[config.mk]
export PLATFORM = sky130hd
export DESIGN_NAME = instr_encoder_flat
export DESIGN_NICKNAME = d
export VERILOG_FILES = /design/src/rtl/isa_pkg.sv /design/src/rtl/instr_encoder_if.sv /design/src/rtl/sync_fifo.sv /design/src/rtl/instr_encoder.sv /design/src/flat_wrapper.sv
export SDC_FILE = /design/constraint.sdc
export NUM_CORES = 1
export LEC_CHECK = 0
export ABC_AREA = 1
export CORE_ASPECT_RATIO = 1.4
export CORE_MARGIN = 10
export CORE_UTILIZATION = 55
export DETAILED_ROUTE_END_ITERATION = 16
export PLACE_DENSITY_LB_ADDON = 0.12
export SLEW_MARGIN = 40
export SYNTH_ARGS = -nofsm -noshare
export SYNTH_HDL_FRONTEND = slang
export SYNTH_HIERARCHICAL = 1
export SYNTH_SLANG_ARGS = --single-unit
[constraint.sdc]
create_clock -name clk -period 3.3 [get_ports clk]
set_input_delay 0.66 -clock clk [delete_from_list [all_inputs] [get_ports clk]]
set_output_delay 0.66 -clock clk [all_outputs]
set_load 0.02 [all_outputs]
[src/rtl/isa_pkg.sv]
// Shared ISA definitions: instruction word geometry, field bit positions,
// program-load FSM states and the word packing helper used by the encoder.
package isa_pkg;

    localparam int unsigned INSTR_W   = 20;
    localparam int unsigned OPC_W     = 4;
    localparam int unsigned OPERAND_W = 8;
    localparam int unsigned REG_W     = 3;

    // Field positions, shared with the ID-stage decoder
    localparam int unsigned OPC_HI = 19;
    localparam int unsigned OPC_LO = 16;
    localparam int unsigned A_HI   = 15;
    localparam int unsigned A_LO   = 8;
    localparam int unsigned B_HI   = 7;
    localparam int unsigned B_LO   = 0;
    localparam int unsigned RS_LO  = 8;
    localparam int unsigned RT_LO  = 0;

    typedef enum logic [1:0] {
        ST_IDLE  = 2'd0,
        ST_LOAD  = 2'd1,
        ST_FLUSH = 2'd2,
        ST_DONE  = 2'd3
    } enc_state_t;

    // Reg mode places rs/rt in the low bits of the operand slots; rd is implicitly rs
    function automatic logic [INSTR_W-1:0] pack_word(
        input logic                 reg_mode,
        input logic [OPC_W-1:0]     opcode,
        input logic [OPERAND_W-1:0] a,
        input logic [OPERAND_W-1:0] b,
        input logic [REG_W-1:0]     rs,
        input logic [REG_W-1:0]     rt
    );
        logic [INSTR_W-1:0] w;
        w = '0;
        w[OPC_HI:OPC_LO] = opcode;
        if (reg_mode) begin
            w[RS_LO +: REG_W] = rs;
            w[RT_LO +: REG_W] = rt;
        end else begin
            w[A_HI:A_LO] = a;
            w[B_HI:B_LO] = b;
        end
        return w;
    endfunction

endpackage

[src/rtl/instr_encoder_if.sv]
// Field-bundle stream (valid/ready) plus instruction-memory write port.
// slave : the encoder (consumes bundles, drives the imem write port)
// master: the producer / memory side
interface instr_encoder_if #(
    parameter int unsigned ADDR_W = 6
);
    import isa_pkg::*;

    logic                 in_valid;
    logic                 in_ready;
    logic                 in_last;
    logic                 in_reg_mode;
    logic [OPC_W-1:0]     in_opcode;
    logic [OPERAND_W-1:0] in_a;
    logic [OPERAND_W-1:0] in_b;
    logic [REG_W-1:0]     in_rs;
    logic [REG_W-1:0]     in_rt;
    logic                 imem_stall;
    logic                 imem_we;
    logic [ADDR_W-1:0]    imem_addr;
    logic [INSTR_W-1:0]   imem_wdata;

    modport slave (
        input  in_valid, in_last, in_reg_mode, in_opcode, in_a, in_b, in_rs, in_rt,
        output in_ready,
        input  imem_stall,
        output imem_we, imem_addr, imem_wdata
    );

    modport master (
        output in_valid, in_last, in_reg_mode, in_opcode, in_a, in_b, in_rs, in_rt,
        input  in_ready,
        output imem_stall,
        input  imem_we, imem_addr, imem_wdata
    );

endinterface

[src/rtl/sync_fifo.sv]
// Synchronous FIFO, power-of-2 depth, synchronous active-low reset.
// Ports: i_push/i_wdata write side, i_pop/o_rdata read side (o_rdata is the
// current head), o_full/o_empty level flags. Push when full / pop when empty
// are ignored.
module sync_fifo #(
    parameter int unsigned WIDTH = 20,
    parameter int unsigned DEPTH = 4
) (
    input  logic             clk,
    input  logic             rst_n,
    input  logic             i_push,
    input  logic [WIDTH-1:0] i_wdata,
    input  logic             i_pop,
    output logic [WIDTH-1:0] o_rdata,
    output logic             o_full,
    output logic             o_empty
);
    localparam int unsigned PTR_W = $clog2(DEPTH);

    // Pointers carry one extra wrap bit to tell full from empty
    logic [PTR_W:0]   r_wptr;
    logic [PTR_W:0]   r_rptr;
    logic [WIDTH-1:0] r_mem [DEPTH];
    logic             w_push;
    logic             w_pop;

    assign o_empty = (r_wptr == r_rptr);
    assign o_full  = (r_wptr[PTR_W] != r_rptr[PTR_W]) &&
                     (r_wptr[PTR_W-1:0] == r_rptr[PTR_W-1:0]);
    assign w_push  = i_push && !o_full;
    assign w_pop   = i_pop && !o_empty;
    assign o_rdata = r_mem[r_rptr[PTR_W-1:0]];

    always_ff @(posedge clk) begin
        if (!rst_n) begin
            r_wptr <= '0;
            r_rptr <= '0;
        end else begin
            if (w_push) r_wptr <= r_wptr + (PTR_W+1)'(1);
            if (w_pop)  r_rptr <= r_rptr + (PTR_W+1)'(1);
        end
    end

    // Storage needs no reset; only the pointers define validity
    always_ff @(posedge clk) begin
        if (w_push) r_mem[r_wptr[PTR_W-1:0]] <= i_wdata;
    end

endmodule

[src/rtl/instr_encoder.sv]
// Program-load engine: packs opcode/operand bundles into 20-bit words and
// streams them into instruction memory at auto-incrementing addresses.
// Ports: clk, rst_n (sync, active-low), start (begin load at addr 0),
// bus (field stream in / imem write port out), busy (LOAD or FLUSH),
// done (one-cycle completion pulse), overflow (sticky word drop),
// word_count (words written this load, saturating at 2**ADDR_W).
module instr_encoder
    import isa_pkg::*;
#(
    parameter int unsigned ADDR_W     = 6,
    parameter int unsigned FIFO_DEPTH = 4
) (
    input  logic            clk,
    input  logic            rst_n,
    input  logic            start,
    instr_encoder_if.slave  bus,
    output logic            busy,
    output logic            done,
    output logic            overflow,
    output logic [ADDR_W:0] word_count
);
    localparam logic [ADDR_W:0] CAP = {1'b1, {ADDR_W{1'b0}}};

    enc_state_t          r_state;
    logic                r_busy;
    logic                r_done;
    logic                r_overflow;
    logic [ADDR_W:0]     r_word_count;
    logic                r_we;
    logic [ADDR_W-1:0]   r_addr;
    logic [INSTR_W-1:0]  r_wdata;

    logic                w_full;
    logic                w_empty;
    logic                w_push;
    logic                w_pop;
    logic                w_start_load;
    logic [INSTR_W-1:0]  w_word;
    logic [INSTR_W-1:0]  w_head;

    assign w_word = pack_word(bus.in_reg_mode, bus.in_opcode, bus.in_a, bus.in_b,
                              bus.in_rs, bus.in_rt);

    // Ready depends only on state and FIFO level; no bypass when full
    assign bus.in_ready  = (r_state == ST_LOAD) && !w_full;
    assign w_push        = bus.in_valid && bus.in_ready;
    assign w_pop         = !w_empty && !bus.imem_stall;
    assign w_start_load  = start && (r_state == ST_IDLE);

    sync_fifo #(
        .WIDTH (INSTR_W),
        .DEPTH (FIFO_DEPTH)
    ) u_fifo (
        .clk     (clk),
        .rst_n   (rst_n),
        .i_push  (w_push),
        .i_wdata (w_word),
        .i_pop   (w_pop),
        .o_rdata (w_head),
        .o_full  (w_full),
        .o_empty (w_empty)
    );

    // Load-sequencing FSM with registered busy/done
    always_ff @(posedge clk) begin
        if (!rst_n) begin
            r_state <= ST_IDLE;
            r_busy  <= 1'b0;
            r_done  <= 1'b0;
        end else begin
            case (r_state)
                ST_IDLE: begin
                    if (start) begin
                        r_state <= ST_LOAD;
                        r_busy  <= 1'b1;
                    end
                end
                ST_LOAD: begin
                    if (w_push && bus.in_last) r_state <= ST_FLUSH;
                end
                ST_FLUSH: begin
                    // Wait until the last popped word has left the output register
                    if (w_empty && !r_we) begin
                        r_state <= ST_DONE;
                        r_busy  <= 1'b0;
                        r_done  <= 1'b1;
                    end
                end
                ST_DONE: begin
                    r_state <= ST_IDLE;
                    r_done  <= 1'b0;
                end
                default: begin
                    r_state <= ST_IDLE;
                    r_busy  <= 1'b0;
                    r_done  <= 1'b0;
                end
            endcase
        end
    end

    // Write issue: word_count doubles as the address counter, so it never wraps
    always_ff @(posedge clk) begin
        if (!rst_n) begin
            r_we         <= 1'b0;
            r_addr       <= '0;
            r_wdata      <= '0;
            r_word_count <= '0;
            r_overflow   <= 1'b0;
        end else begin
            r_we <= 1'b0;
            if (w_start_load) begin
                r_word_count <= '0;
                r_overflow   <= 1'b0;
            end
            if (w_pop) begin
                if (r_word_count == CAP) begin
                    r_overflow <= 1'b1;
                end else begin
                    r_we         <= 1'b1;
                    r_addr       <= r_word_count[ADDR_W-1:0];
                    r_wdata      <= w_head;
                    r_word_count <= r_word_count + (ADDR_W+1)'(1);
                end
            end
        end
    end

    assign bus.imem_we    = r_we;
    assign bus.imem_addr  = r_addr;
    assign bus.imem_wdata = r_wdata;
    assign busy           = r_busy;
    assign done           = r_done;
    assign overflow       = r_overflow;
    assign word_count     = r_word_count;

endmodule

[src/flat_wrapper.sv]
// flat-port wrapper written by rule: the top's interface ports become plain ports
module instr_encoder_flat import isa_pkg::*;
#(
    parameter int unsigned ADDR_W     = 6,
    parameter int unsigned FIFO_DEPTH = 4
)
  (clk, rst_n, start, busy, done, overflow, word_count, bus_in_valid, bus_in_last, bus_in_reg_mode, bus_in_opcode, bus_in_a, bus_in_b, bus_in_rs, bus_in_rt, bus_in_ready, bus_imem_stall, bus_imem_we, bus_imem_addr, bus_imem_wdata);
  instr_encoder_if #(.ADDR_W(ADDR_W)) bus_i ();
  input  logic clk;
  input  logic rst_n;
  input  logic start;
  output logic busy;
  output logic done;
  output logic overflow;
  output logic [ADDR_W:0] word_count;
  input wire logic [$bits(bus_i.in_valid)-1:0] bus_in_valid;
  input wire logic [$bits(bus_i.in_last)-1:0] bus_in_last;
  input wire logic [$bits(bus_i.in_reg_mode)-1:0] bus_in_reg_mode;
  input wire logic [$bits(bus_i.in_opcode)-1:0] bus_in_opcode;
  input wire logic [$bits(bus_i.in_a)-1:0] bus_in_a;
  input wire logic [$bits(bus_i.in_b)-1:0] bus_in_b;
  input wire logic [$bits(bus_i.in_rs)-1:0] bus_in_rs;
  input wire logic [$bits(bus_i.in_rt)-1:0] bus_in_rt;
  output wire logic [$bits(bus_i.in_ready)-1:0] bus_in_ready;
  input wire logic [$bits(bus_i.imem_stall)-1:0] bus_imem_stall;
  output wire logic [$bits(bus_i.imem_we)-1:0] bus_imem_we;
  output wire logic [$bits(bus_i.imem_addr)-1:0] bus_imem_addr;
  output wire logic [$bits(bus_i.imem_wdata)-1:0] bus_imem_wdata;
  assign bus_i.in_valid = bus_in_valid;
  assign bus_i.in_last = bus_in_last;
  assign bus_i.in_reg_mode = bus_in_reg_mode;
  assign bus_i.in_opcode = bus_in_opcode;
  assign bus_i.in_a = bus_in_a;
  assign bus_i.in_b = bus_in_b;
  assign bus_i.in_rs = bus_in_rs;
  assign bus_i.in_rt = bus_in_rt;
  assign bus_in_ready = bus_i.in_ready;
  assign bus_i.imem_stall = bus_imem_stall;
  assign bus_imem_we = bus_i.imem_we;
  assign bus_imem_addr = bus_i.imem_addr;
  assign bus_imem_wdata = bus_i.imem_wdata;
  instr_encoder #(.ADDR_W(ADDR_W), .FIFO_DEPTH(FIFO_DEPTH)) u_core (.clk(clk), .rst_n(rst_n), .start(start), .bus(bus_i), .busy(busy), .done(done), .overflow(overflow), .word_count(word_count));
endmodule
# --- Word level (Yosys, flattened, before mapping) ---
# Memory sizes are Yosys's and may differ from the RTL's. A register that Yosys moved wholly into a read port is not among the register bits.
# Cells that the tools add are included.
totals:
  regBits: 25
  mem_bits_rw: 80
  elab_cells: 68
  n_memories: 1
classes:
  n_addsub: 3
  eq_ne: 10
  n_mux: 22
  bitwise_logic: 1
  n_reduce_logical: 22
memory_table:
  columns: ["memory", "depth", "word_bits", "read_ports", "rd_clocked_by_memory_dff", "wr", "line_no", "text"]
  rows:
  - ["u_core.u_fifo.r_mem", 4, 20, 1, 1, 1, "sync_fifo.sv:23", "logic [WIDTH-1:0] r_mem [DEPTH];"]
ops:
  columns: ["operator", "n"]
  rows:
  - ["7-bit 2-to-1 mux", 3]
  - ["5-bit 2-to-1 mux", 2]
  - ["1-bit logical AND", 9]
  - ["1-bit 2-to-1 mux", 9]
  - ["2-bit case mux with 4 select lines", 1]
  - ["7-bit by 1-bit adder with 7-bit output (second input constant)", 1]
  - ["7-bit == test (second input constant)", 1]
  - ["3-bit by 1-bit adder with 3-bit output (second input constant)", 2]
  - ["2-bit 2-to-1 mux", 3]
  - ["3-bit 2-to-1 mux", 2]
  - ["2-bit AND reduction", 3]
  - ["3-bit AND reduction", 2]
  - ["1-bit logical NOT", 5]
  - ["2-bit == test (second input constant)", 2]
  - ["2-bit != test (second input constant)", 2]
  - ["1-bit case mux with 2 select lines", 2]
  - ["2-bit nonzero test", 2]
  - ["3-bit == test", 1]
  - ["2-bit by 1-bit == test with 1-bit output (second input constant)", 1]
  - ["2-bit == test", 1]
  - ["2-bit logical NOT", 1]
  - ["2-bit by 1-bit != test with 1-bit output (second input constant)", 1]
  - ["1-bit != test", 1]
  - ["1-bit inverter", 1]

# --- Logic depth before layout (Yosys ltp) ---
logic_depth:
  ltp_word: 8
  ltp_mapped: 12
  depth_no_buf: 12

# --- By module ---
# The synthesis kept the hierarchy.
modules_own_cells:
  columns: ["mod", "n_inst", "cells_per_inst", "area_per_inst_um2", "seq_area_each_um2"]
  rows:
  - ["sync_fifo", 1, 269, 3448.3, 2562.5]
  - ["instr_encoder", 1, 256, 1860.5, 780.7]

# --- Least setup slack after synthesis ---
# OpenSTA, ideal clock, no wires.
synth_path:
  path_kind: "register -> register"
  startpoint: "reg u_core.u_fifo.r_wptr[0]"
  endpoint: "mem u_core.u_fifo.r_mem[0][0] (enable)"
  setup_time_ns: 0.397
  arrival_ns: 2.027
  required_time_ns: 2.903
  slack_ns: 0.876
  path_stages_with_launch: 10
  cell_sequence: "dfxtp_1 > inv_1 > nand2_1 > nand2_2 > nand3_4 > inv_1 > inv_1 > and3_1 > nand2_1 > nor2_1"
synth_between:
  elab_chain_len: 8
synth_lines:
  columns: ["element", "line_no", "text"]
  rows:
  - ["start: declaration", "sync_fifo.sv:21", "logic [PTR_W:0] r_wptr;"]
  - ["start signal: assignment", "sync_fifo.sv:39", "if (w_push) r_wptr <= r_wptr + (PTR_W+1)'(1);"]
  - ["2-bit == test", "sync_fifo.sv:29", "(r_wptr[PTR_W-1:0] == r_rptr[PTR_W-1:0]);"]
  - ["1-bit logical AND", "sync_fifo.sv:28", "assign o_full = (r_wptr[PTR_W] != r_rptr[PTR_W]) &&"]
  - ["via u_core.w_full", "instr_encoder.sv:33", "logic w_full;"]
  - ["1-bit logical NOT", "instr_encoder.sv:45", "assign bus.in_ready = (r_state == ST_LOAD) && !w_full;"]
  - ["1-bit logical AND", "instr_encoder.sv:45", null]
  - ["1-bit logical AND", "instr_encoder.sv:46", "assign w_push = bus.in_valid && bus.in_ready;"]
  - ["via u_core.w_push", "instr_encoder.sv:35", "logic w_push;"]
  - ["1-bit logical AND", "sync_fifo.sv:30", "assign w_push = i_push && !o_full;"]
  - ["1-bit 2-to-1 mux", "sync_fifo.sv:46", "if (w_push) r_mem[r_wptr[PTR_W-1:0]] <= i_wdata;"]
  - ["1-bit 2-to-1 mux (not written as such)", "sync_fifo.sv:46", null]
  - ["end: declaration", "sync_fifo.sv:23", null]
# The timed path passes the listed nets, and every way through them passes these cells.

# --- Worst setup path in the final report ---
layout_path:
  startpoint: "reg u_core.u_fifo.r_wptr[0]"
  endpoint: "out bus_in_ready"
layout_between:
  elab_chain_len: 4
layout_lines:
  columns: ["element", "line_no", "text"]
  rows:
  - ["2-bit == test", "sync_fifo.sv:29", null]
  - ["1-bit logical AND", "sync_fifo.sv:28", null]
  - ["via u_core.w_full", "instr_encoder.sv:33", null]
  - ["1-bit logical NOT", "instr_encoder.sv:45", null]
  - ["1-bit logical AND", "instr_encoder.sv:45", null]
  - ["end: declaration", "flat_wrapper.sv:24", "output wire logic [$bits(bus_i.in_ready)-1:0] bus_in_ready;"]
# The timed path passes the listed nets, and every way through them passes these cells.

==> impl_metrics.ini <==
[synth]
ys.flop_type = edfxtp_1
syn_avg_cell_area_sq_um = 10.1
synth_cell_type_count = 31
ys_seq_elements = 127
syn_area_sq_um = 5310
async_reset_ff_frac = 0
synthCells = 525
synth_edf_count = 80
synthesis.nets = 569
ys_seq_area_frac = 0.630
yosysWarningCount = 6

[global_routing]
grt_pass1_wl_microns = 17900
grt-ovfl-total = 0
grt_max_degree = 42
grt_usage = 0.166
first_global_vias = 3794
antenna_found_initial = 0

[cells_and_area]
diodes = 0
fin_nets = 643
final_core_utilization = 0.701
instances_no_fill = 722
drive_above_1_share = 0.0964
final_common_cell = nor2_1
layout-area-overhead-vs-synth_pct = 24.9
final_cell_mix = 116 x nor2_1, 80 x edfxtp_1, 70 x clkdlybuf4s50_1, 62 x o21ai_0, 48 x nand2_1
final_area_sq_um = 6630
fillers = 717

[floorplan]
coreArea_sq_um = 9460
die_y_microns = 136
row_count = 42
start_util = 0.561
die_x_microns = 103
die_area_sq_um = 14000
ios = 71

[worst_setup_path]
r2r_start = u_core/u_fifo/r_wptr[0]$_SDFFE_PN0P_
cp.required_ps = 2640
crit_type = reg2out
crit_arrival_ps = 2010
r2r_slack_ps = 1150
r2r_end = u_core/u_fifo/r_mem[3][2]$_DFFE_PP_
crit_path_start_kind = register
path_max_fanout = 9
crit_path_end_kind = output port
r2r_cells = 12

[placed_design]
dp.cells = 690
portBuffers = 70
place_hpwl_microns = 7520
place_ws_ps = 958
place_congestion = 0.853
dpl-instance-area_sq_um = 6070

[sta]
rsz0062_at_grt = no
timing.hold.ws_ps = 463
finalSetupViolations = 0
finClkSkew_ps = 8.16
hold_violations = 0
fin_crit_sh = 0.808
min_period_ps = 2670
fin_ws_ps = 632
slew_viol_final = 0
worst_pin_slew_ps = 716
tns_ps = 0
relSlewSlack = 0.521
max_freq_ghz = 0.375

[clocking]
numClockSinks = 127
clkTransAtPathRegs_ps = 60
clock_latency_ps = 410
cts_hold_buf = 0
cts_resized = 0
postCtsSetupBuffers = 0
numCtsBuffers = 17
h-tree-depth = 4
cts-root-buf = clkbuf_16
cts_buffer_depth = 2
cts_tree = done

[route]
drt-initial-drc-count = 255
vias = 3883
vias_per_cell = 5.38
wl_per_cell_microns = 16.1
first_pass_iters = 4
finalWirelength_microns = 11600
final_antenna_net_count = 0
drc = 0

[power]
pwr-share-seq = 0.406
intPower_mw = 3.43
power_mw = 4.92
p_sw_frac = 0.303
netSwitchingPower_mw = 1.49
ir_worst_vdd_mv = 0.473
pwr-share-comb = 0.245
power_density_nw_per_um2 = 742
power_leakage_nw = 2.55
clkPwrFrac = 0.350

[worst_hold_path]
whs_path_depth = 2
worstHoldEndpoint = u_core/bus.imem_addr[0]$_SDFFE_PN0P_
hold_class = reg2reg
holdCritStartpoint = u_core/bus.imem_addr[0]$_SDFFE_PN0P_

[job]
maxCapViolations = 0

[status]
outcome = finished, final reports clean
Yosys cell counts, types with 2 or more instances:
cell type / n / area share
nand3b_1: 3 / 0.0042
mux2_2: 6 / 0.013
nor2_1: 116 / 0.082
o22ai_1: 20 / 0.024
o21ai_1: 5 / 0.0047
edfxtp_1: 80 / 0.45
o21ai_0: 62 / 0.058
clkbuf_1: 9 / 0.0064
inv_1: 48 / 0.034
nand3_4: 3 / 0.0099
dfxtp_1: 47 / 0.18
nand2_1: 48 / 0.034
buf_4: 3 / 0.0042
nand3_1: 18 / 0.017
nand4_1: 2 / 0.0024
inv_2: 2 / 0.0014
buf_2: 5 / 0.0047
a21oi_1: 18 / 0.017
clkbuf_2: 4 / 0.0038
ha_1: 11 / 0.026
nor2_2: 2 / 0.0024
nand2_2: 4 / 0.0047
worst max path at each step:
| stage | from | to | cells after the start |
|---|---|---|---|
| after floorplan | u_core/u_fifo/r_wptr[0]$_SDFFE_PN0P_ | u_core/u_fifo/r_mem[0][0]$_DFFE_PP_ | 9 |
| after global placement | bus_in_reg_mode | u_core/u_fifo/r_mem[3][2]$_DFFE_PP_ | 2 |
| after detailed placement | bus_imem_stall | u_core/bus.imem_wdata[16]$_SDFFE_PN0P_ | 7 |
| after CTS | u_core/u_fifo/r_wptr[0]$_SDFFE_PN0P_ | bus_in_ready | 7 |
| after global routing | u_core/u_fifo/r_wptr[0]$_SDFFE_PN0P_ | bus_in_ready | 7 |
| final | u_core/u_fifo/r_wptr[0]$_SDFFE_PN0P_ | bus_in_ready | 7 |
cell families after synthesis:
| kind of cell | count (synthesis) | share of synthesized area |
|---|---|---|
| and+or+nand+nor | 199 | 0.162 |
| DFF | 127 | 0.630 |
| AOI/OAI and AO/OA | 107 | 0.107 |
| buffers and inverters | 74 | 0.0617 |
| adders and majority gates | 11 | 0.0259 |
| muxes | 6 | 0.0127 |
| xor gates and xnor gates | 1 | 0.00165 |
flip-flops by register name, summed over array words and instances, names as in the netlist, named ones only:
register and flops:
u_core/u_fifo/r_mem 80, u_core/bus.imem_wdata 20, u_core/word_count 7, u_core/bus.imem_addr 6, u_core/u_fifo/r_rptr 3, u_core/u_fifo/r_wptr 3
u_core/r_state 2, u_core/bus.imem_we 1, u_core/busy 1, u_core/done 1, u_core/overflow 1
per-layer routing:
layer,share of wire,track usage
met3,0.048,0.0508
met2,0.54,0.295
met4,0.011,0.0690
met1,0.41,0.177
met5,0,0
area by class of cell:
cell class,count,area [sq um],area share
multi-input combinational,324,1640,0.247
inverter,51,191,0.0289
clock inverter,10,57.6,0.00868
clock buffer,22,500,0.0755
tap,110,138,0.0208
timing repair buffer,78,761,0.115
sequential,127,3340,0.504
worst max-delay path, cell delays in order, from the launching register on:
cell and delay, ps:
dfxtp_1 420, inv_1 110, nand2_1 90, nand2_2 90
nand3_4 110, inv_1 70, nor2_1 100, clkdlybuf4s50_1 610
power groups by stage:
stage	Combinational, mW	Clock (mW)	Sequential (mW)
detailed placement	1.21	0	2.03
floorplan	0.665	0	2.14
CTS	1.22	1.74	2.00
global route	1.33	1.82	2.01
global placement	1.18	0	2.02
finish	1.20	1.72	1.99
No activity file was read; power rests on OpenSTA's default activity.
